[config.mk]
export PLATFORM = sky130hd
export DESIGN_NAME = led_bank_arbiter_flat
export DESIGN_NICKNAME = d
export VERILOG_FILES = /design/src/rtl/led_bank_arbiter_pkg.sv /design/src/rtl/led_bank_arbiter_if.sv /design/src/rtl/led_bank_arbiter_rr_picker.sv /design/src/rtl/led_bank_arbiter.sv /design/src/flat_wrapper.sv
export SDC_FILE = /design/constraint.sdc
export NUM_CORES = 1
export LEC_CHECK = 0
export CAP_MARGIN = 25
export CORE_MARGIN = 8
export CORE_UTILIZATION = 40
export CTS_BUF_LIST = sky130_fd_sc_hd__clkbuf_4
export DETAILED_ROUTE_END_ITERATION = 10
export GPL_TIMING_DRIVEN = 0
export PLACE_DENSITY = 0.66
export SYNTH_ARGS = -nofsm -noshare
export SYNTH_HDL_FRONTEND = slang
export SYNTH_SLANG_ARGS = --single-unit
[constraint.sdc]
create_clock -name clk -period 3.76 [get_ports clk]
set_input_delay 0.752 -clock clk [delete_from_list [all_inputs] [get_ports clk]]
set_output_delay 0.752 -clock clk [all_outputs]
set_load 0.01 [all_outputs]
[src/rtl/led_bank_arbiter_pkg.sv]
// Shared types and constants for the LED bank arbiter and its round-robin picker.
package led_arb_pkg;

    localparam int LED_W = 8;

    typedef enum logic [1:0] {
        IDLE     = 2'd0,
        OWN_HOLD = 2'd1,
        OWN_OPEN = 2'd2,
        GAP      = 2'd3
    } state_t;

    // Index width for n requesters; never zero so a single-bit index still exists.
    function automatic int idx_w(input int n);
        return (n > 1) ? $clog2(n) : 1;
    endfunction

endpackage

[src/rtl/led_bank_arbiter_if.sv]
// Requester-side bundle of the LED bank arbiter: requests, packed data, grant and LED drive.
interface led_bank_arbiter_if
    import led_arb_pkg::*;
#(
    parameter int NUM_REQ = 3,
    parameter int WIDTH   = LED_W
);
    logic [NUM_REQ-1:0]       req;
    logic [NUM_REQ*WIDTH-1:0] data;
    logic [NUM_REQ-1:0]       gnt;
    logic [WIDTH-1:0]         led;
    logic                     busy;

    modport master (output req, data, input gnt, led, busy);
    modport slave  (input req, data, output gnt, led, busy);
endinterface

[src/rtl/led_bank_arbiter_rr_picker.sv]
// Combinational round-robin picker: first set request searching upward from last+1 with wrap.
module rr_picker #(
    parameter int N  = 3,
    parameter int IW = 2
) (
    input  logic [N-1:0]  req,
    input  logic [IW-1:0] last,
    output logic [IW-1:0] winner,
    output logic          any
);
    int idx;

    always_comb begin
        winner = '0;
        any    = 1'b0;
        idx    = 0;
        // k runs 1..N so the previous winner is examined last.
        for (int k = 1; k <= N; k++) begin
            idx = (int'(last) + k) % N;
            if (!any && req[idx]) begin
                any    = 1'b1;
                winner = IW'(idx);
            end
        end
    end
endmodule

[src/rtl/led_bank_arbiter.sv]
// Round-robin owner of the shared LED bank with a minimum hold time and a blank gap between owners.
module led_bank_arbiter
    import led_arb_pkg::*;
#(
    parameter int               NUM_REQ      = 3,
    parameter int               WIDTH        = LED_W,
    parameter int               MIN_HOLD     = 1024,
    parameter logic [WIDTH-1:0] IDLE_PATTERN = '0
) (
    input  logic               clk,
    input  logic               rst,
    led_bank_arbiter_if.slave  bus
);
    localparam int                 IW  = idx_w(NUM_REQ);
    localparam int                 CW  = $clog2(MIN_HOLD + 1);
    localparam logic [NUM_REQ-1:0] ONE = {{(NUM_REQ-1){1'b0}}, 1'b1};

    state_t             state_q, state_d;
    logic [IW-1:0]      last_q, last_d;
    logic [CW-1:0]      cnt_q, cnt_d;
    logic [NUM_REQ-1:0] gnt_q, gnt_d;
    logic [WIDTH-1:0]   led_q, led_d;

    logic [IW-1:0]      win;
    logic               any_req;
    logic               owner_req;
    logic               other_req;
    logic [WIDTH-1:0]   owner_data;

    rr_picker #(.N(NUM_REQ), .IW(IW)) u_pick (
        .req    (bus.req),
        .last   (last_q),
        .winner (win),
        .any    (any_req)
    );

    // last_q doubles as the owner index: it is loaded with the winner on every grant.
    assign owner_req  = bus.req[last_q];
    assign other_req  = |(bus.req & ~(ONE << last_q));
    assign owner_data = bus.data[last_q*WIDTH +: WIDTH];

    always_comb begin
        state_d = state_q;
        last_d  = last_q;
        cnt_d   = cnt_q;
        gnt_d   = gnt_q;
        led_d   = led_q;
        case (state_q)
            IDLE, GAP: begin
                led_d = IDLE_PATTERN;
                gnt_d = '0;
                if (any_req) begin
                    state_d = OWN_HOLD;
                    last_d  = win;
                    cnt_d   = CW'(MIN_HOLD - 1);
                    gnt_d   = ONE << win;
                end else begin
                    state_d = IDLE;
                end
            end
            OWN_HOLD: begin
                led_d = owner_data;
                if (!owner_req) begin
                    state_d = GAP;
                    gnt_d   = '0;
                end else if (cnt_q == '0) begin
                    state_d = OWN_OPEN;
                end else begin
                    cnt_d = cnt_q - CW'(1);
                end
            end
            OWN_OPEN: begin
                led_d = owner_data;
                if (!owner_req || other_req) begin
                    state_d = GAP;
                    gnt_d   = '0;
                end
            end
            default: begin
                state_d = IDLE;
                gnt_d   = '0;
                led_d   = IDLE_PATTERN;
            end
        endcase
    end

    always_ff @(posedge clk or posedge rst) begin
        if (rst) begin
            state_q <= IDLE;
            last_q  <= IW'(NUM_REQ - 1);
            cnt_q   <= '0;
            gnt_q   <= '0;
            led_q   <= IDLE_PATTERN;
        end else begin
            state_q <= state_d;
            last_q  <= last_d;
            cnt_q   <= cnt_d;
            gnt_q   <= gnt_d;
            led_q   <= led_d;
        end
    end

    assign bus.gnt  = gnt_q;
    assign bus.led  = led_q;
    assign bus.busy = (state_q != IDLE);
endmodule

[src/flat_wrapper.sv]
// flat-port wrapper written by rule: the top's interface ports become plain ports
module led_bank_arbiter_flat import led_arb_pkg::*;
#(
    parameter int               NUM_REQ      = 3,
    parameter int               WIDTH        = LED_W,
    parameter int               MIN_HOLD     = 1024,
    parameter logic [WIDTH-1:0] IDLE_PATTERN = '0
)
  (clk, rst, bus_req, bus_data, bus_gnt, bus_led, bus_busy);
  led_bank_arbiter_if #(.NUM_REQ(NUM_REQ), .WIDTH(WIDTH)) bus_i ();
  input  logic clk;
  input  logic rst;
  input wire logic [$bits(bus_i.req)-1:0] bus_req;
  input wire logic [$bits(bus_i.data)-1:0] bus_data;
  output wire logic [$bits(bus_i.gnt)-1:0] bus_gnt;
  output wire logic [$bits(bus_i.led)-1:0] bus_led;
  output wire logic [$bits(bus_i.busy)-1:0] bus_busy;
  assign bus_i.req = bus_req;
  assign bus_i.data = bus_data;
  assign bus_gnt = bus_i.gnt;
  assign bus_led = bus_i.led;
  assign bus_busy = bus_i.busy;
  led_bank_arbiter #(.NUM_REQ(NUM_REQ), .WIDTH(WIDTH), .MIN_HOLD(MIN_HOLD), .IDLE_PATTERN(IDLE_PATTERN)) u_core (.clk(clk), .rst(rst), .bus(bus_i));
endmodule
After elaboration in Yosys (flattened, before gate mapping)
Index checks and enable logic that the tools add are counted.
- $add $sub $neg: 4
- div/mod/pow operators: 3
- $lt $le $gt $ge: 4
- eq/ne operators: 9
- shift operators: 3
- muxes and demuxes: 31
- bitwise gates (word level): 2
- reduce and logical (&&, ||, !) cells: 17
- operators with widths (kind ; count):
    $lt 32x4->1 const B ; 3
    $mod 32x3->32 const B ; 3
    $mux 11 ; 3
    $shiftx 24x6->8 ; 1
    $pmux 11 s2 ; 1
    $pmux 8 s2 ; 1
    $mux 2 ; 6
    $logic_not 11->1 ; 1
    $mux 1 ; 11
    $sub 11x1->11 const B ; 1
    $mux 3 ; 3
    $pmux 3 s3 ; 1
    $bmux 1 s2 ; 4
    $add 2x2->3 const B ; 2
    $ne 2x1->1 const B ; 3
    $pmux 2 s3 ; 1
    $reduce_and 2->1 ; 3
    $shl 1x2->3 const A ; 2
    $eq 2x2->1 const B ; 2
    $ne 2x2->1 const B ; 2
    $reduce_and 4->1 ; 1
    $reduce_bool 2->1 ; 2
    $reduce_or 2->1 ; 2
    $add 2x1->3 const B ; 1
    10 further kinds ; 13
- flip-flop bits (word level): 26
- input bits: 29
- output and inout port bits: 12
- logic and storage cells: 78

Depth between registers and ports, before layout
- depth in word-level cells: 15
- mapped depth: 10
- mapped depth without buffers: 7

By module
Synthesis repeated with hierarchy kept, for this count alone.
- cells, all modules: 172
- area total of the unflattened synthesis: 1646.6 um2
- by module, submodules not included (module ; times used ; cells each ; area each (um2) ; sequential area each (um2)):
    led_bank_arbiter ; 1 ; 152 ; 1515.2 ; 651.9
    rr_picker ; 1 ; 20 ; 131.4 ; 0.0

Worst setup path after synthesis
Ideal clock, no wire load.
- path kind: register -> register
- start point: register u_core.last_q[1]
- end point: register u_core.cnt_q[3]
- setup time: 0.132 ns
- data arrival time: 2.715 ns
- data required time: 3.628 ns
- setup slack: 0.914 ns
- cell stages (with the launch flop): 10
- path buffers: 2
- clock period less this slack: 2.846 ns
- cells stage by stage: dfstp_2 > buf_1 > inv_1 > ha_1 > a22o_1 > o21a_4 > nor4_4 > buf_6 > nor3_1 > or3b_1
- longest elaborated chain between the ends: 14
- elaborated cells between the ends (all ways): 27
- classes of those cells: add/sub (3); div (3); eq/ne (2); mux (14); reduce/logical (5)
- ends and longest elaborated chain (element ; RTL line ; RTL):
    start, declared ; led_bank_arbiter.sv:19 ; logic [IW-1:0] last_q, last_d;
    start signal, assigned ; led_bank_arbiter.sv:90 ; last_q <= IW'(NUM_REQ - 1);
    start signal, assigned ; led_bank_arbiter.sv:96 ; last_q <= last_d;
    $add 2x1->3 ; led_bank_arbiter_rr_picker.sv:19 ; idx = (int'(last) + k) % N;
    $mod 32x3->32 ; led_bank_arbiter_rr_picker.sv:19 ;
    $bmux 1 s2 ; led_bank_arbiter_rr_picker.sv:20 ; if (!any && req[idx]) begin
    $mux 1 (implied by the code) (2 in a row) ; led_bank_arbiter_rr_picker.sv:20 ;
    $mux 1 ; led_bank_arbiter_rr_picker.sv:20 ;
    $logic_not 1->1 ; led_bank_arbiter_rr_picker.sv:20 ;
    $logic_and 1x1->1 ; led_bank_arbiter_rr_picker.sv:20 ;
    $mux 1 ; led_bank_arbiter_rr_picker.sv:20 ;
    $logic_not 1->1 ; led_bank_arbiter_rr_picker.sv:20 ;
    $logic_and 1x1->1 ; led_bank_arbiter_rr_picker.sv:20 ;
    $mux 1 ; led_bank_arbiter_rr_picker.sv:20 ;
    $ne 2x1->1 (no source line) ; - ;
    $reduce_and 4->1 (no source line) * ; - ;
    end signal, assigned ; led_bank_arbiter.sv:97 ; cnt_q <= cnt_d;
    end, declared ; led_bank_arbiter.sv:20 ; logic [CW-1:0] cnt_q, cnt_d;
Mark *: on every way between the ends. The rest lies on a longest branch, timed or not. The select of a mux whose other input is x is not followed.
A chain may end at the register's enable or synchronous reset.

Worst setup path after layout
- start point: register u_core.last_q[1]
- end point: register u_core.cnt_q[8]
The elaborated chain is that of the path after synthesis.

==> metrics.md <==
| Metric | Value |
|---|---|
| N_diodes | `0` |
| Total Power | `between 1.5 and 2 mW` |
| Delay-heaviest family, CP | `buffers and inverters` |
| DRT antenna net count | `0` |
| CP Capture Type | `register` |
| WL/cell | `~15 um` |
| # IOs | `41` |
| CTS Hold Buffers Added | `0` |
| Final Hold Fails | `0` |
| Critical-path top delay cell | `dfstp_2` |
| Root Buffer | `clkbuf_4` |
| Fmax | `just over 0.3 GHz` |
| Fin util | `0.533` |
| Post-DP HPWL | `3.32 mm` |
| Pins Over Slew Limit | `0` |
| Post-route insts no fill | `285` |
| Syn Std Cell Area | `0.00175 mm2` |
| Post-cts resize count | `0` |
| Main synth FF type | `dfrtp_1` |
| First-pass GRT wire length | `7.35 mm` |
| Initial Util | `0.408` |
| Multi-input combinational cell area | `between 0.001 and 0.0015 mm2` |
| Mean Syn Cell Area | `9.27 um2` |
| Peak VDD IR | `0.000349 V` |
| Clock Sinks | `26` |
| Yosys cell types | `54` |
| Htree depth | `1` |
| NetSw | `0.750 mW` |
| Initial DRC count | `43` |
| Power Density | `733 mW/mm2` |
| Vias in the first global route | `1,656` |
| Core area | `0.00429 mm2` |
| Die Y | `82.2 um` |
| Critical path buffers and inverters | `3` |
| Final setup violation count | `0` |
| Post-synth EDFFs | `0` |
| Slew headroom | `0.495` |
| Crit Path Max Fanout | `10` |
| Clk_lat worst skew | `330 ps` |
| Static leakage | `0.943 nW` |
| Final period utilization | `0.853` |
| Share of layout cells above drive strength 1 | `0.0773` |
| Yosys top cell by area | `dfrtp_1` |
| Req. time, crit path | `3990 ps` |
| Worst R2R Setup Slack | `550 ps` |
| CTS tree | `built` |
| Via/cell ratio | `5.36` |
| Number of synthesis warnings | `0` |
| Minimum clock period | `3210 ps` |
| GPL Wtd Cong | `0.797` |
| Pin count of the biggest net entering global routing | `16` |
| Vias after detailed routing | `1,527` |
| Sequential share of the synthesized area | `0.372` |
| Filler instances | `406` |
| DRC | `0` |
| Synth top area share | `0.357` |
| Crit path launch type | `register` |
| Final worst clock skew | `2.43 ps` |
| Mapped Cells | `189` |
| CP Cell Sequence | `buf_1, inv_1, ha_1, a22o_1, o21a_4, nor4_4, buf_6, nor3_1, or3b_1` |
| Port Buffers | `39` |
| Core Rows | `24` |
| Clock network power share | `0.119` |
| CP arrival | `3440 ps` |
| Die footprint | `0.00676 mm2` |
| Post-synth net total | `227` |
| Commonest non-fill, non-tap cell in the layout | `clkdlybuf4s50_1` |
| GR Util All Layers | `0.135` |
| Max_cap viols | `0` |
| Worst Tran Pin Value | `751 ps` |
| Grt ovf | `0` |
| Top area cells in the synthesized netlist | `dfrtp_1 36%, mux2i_1 8.6%, ha_1 6.4%, nor2_1 5.8%, a21oi_1 3.4%` |
| Layout Nets | `between 200 and 300` |
| Internal power | `approximately 0.93 mW` |
| Routed WL | `roughly 4.2 mm` |
| TritonRoute pass-1 iters | `4` |
| Chip width | `82.2 um` |
| # placed instances | `281` |
| RSZ-0062 raised after global routing | `no` |
| Register area | `652 um2` |
| Layout area overhead | `30.5%` |
| Clock-pin slew on the worst setup and hold paths | `150 ps` |
| Hold crit path type | `reg2reg` |
| Number of synthesized register bits | `26` |
| Reg power frac | `0.246` |
| TritonCTS Buffers | `3` |
| Kind of critical path | `reg2reg` |
| Initial antenna violation count | `0` |
| Hold slack final | `504 ps` |
| Postcts setup bufs | `0` |
| CTS Buffer Depth | `2` |
| Ys async rst share | `1.00` |
| Crit path largest cell delay | `610 ps` |
| Setup TNS Final | `0 ps` |
| Status | `completed` |
| Sw Share | `0.447` |
| Most frequent cells in the layout | `39 x clkdlybuf4s50_1, 27 x nor2_1, 25 x dfrtp_1` |
| Share of power burned in combinational logic | `0.635` |
==> per-layer routing <==
layer  GRT usage  wire length, um
met2       0.232             1980
met4      0.0298               24
met1       0.161             1950
met3      0.0433              252
met5           0                0
==> cell type report <==
class / count / share of cell area
Multi-Input combinational cell: 143 / 0.441
Timing Repair Buffer: 40 / 0.183
Tap cell: 52 / 0.0284
Clock inverter: 1 / 0.0131
Clock buffer: 3 / 0.00984
Inverter: 13 / 0.0213
Buffer: 7 / 0.0186
Sequential cell: 26 / 0.285
==> Yosys cell counts, types with 4 or more instances <==
master	number
ha_1	9
nor4_1	4
a21oi_1	12
inv_1	13
o21ai_0	5
nor3_1	7
nand3_1	4
nor2b_1	4
mux2i_1	15
dfrtp_1	25
nor2_1	27
nand2_1	5
==> state kept, by name (all words and copies together), names as in the netlist <==
register	flops
u_core.cnt_q	11
u_core.bus.led	8
u_core.last_q	2
u_core.bus.gnt	3
u_core.state_q	2
==> worst paths after layout <==
kind                                         from                 to  depth (start not counted)
worst max-delay path             u_core.last_q[1]    u_core.cnt_q[8]                          9
worst max register to register   u_core.last_q[1]    u_core.cnt_q[8]                          9
worst min register to register  u_core.bus.gnt[0]  u_core.bus.gnt[0]                          1
min in group asynchronous                     rst    u_core.cnt_q[8]                          2
max in group asynchronous                     rst   u_core.last_q[1]                          3
worst min-delay path            u_core.bus.gnt[0]  u_core.bus.gnt[0]                          1
==> cell families (layout without fill, tap and decap cells) <==
| group | count (synthesis) | count (layout) | share of synthesized area |
|---|---|---|---|
| flip-flops | 26 | 26 | 0.372 |
| multiplexers | 17 | 17 | 0.0985 |
| AO/OA/AOI/OAI | 42 | 42 | 0.176 |
| AND/OR/NAND/NOR | 75 | 75 | 0.237 |
| adder cells (fa/ha/maj) | 9 | 9 | 0.0642 |
| buffers and inverters | 20 | 64 | 0.0521 |
==> power groups by stage <==
stage	registers [mW]	clock network (mW)	logic [mW]
final	0.414	0.199	1.07
after global routing	0.424	0.216	1.19
after CTS	0.413	0.206	1.08
after detailed placement	0.419	0	1.07
after global placement	0.416	0	1.06
after floorplan	0.429	0	0.752
==> through the flow <==
step	worst slack, ps	cell area (um2)
floorplan	914	1750
global placement	561	2210
detailed placement	537	2240
CTS	519	2290
global route	409	2290
finish	551	2290
Note: power is estimated with default switching activity, not from simulation.
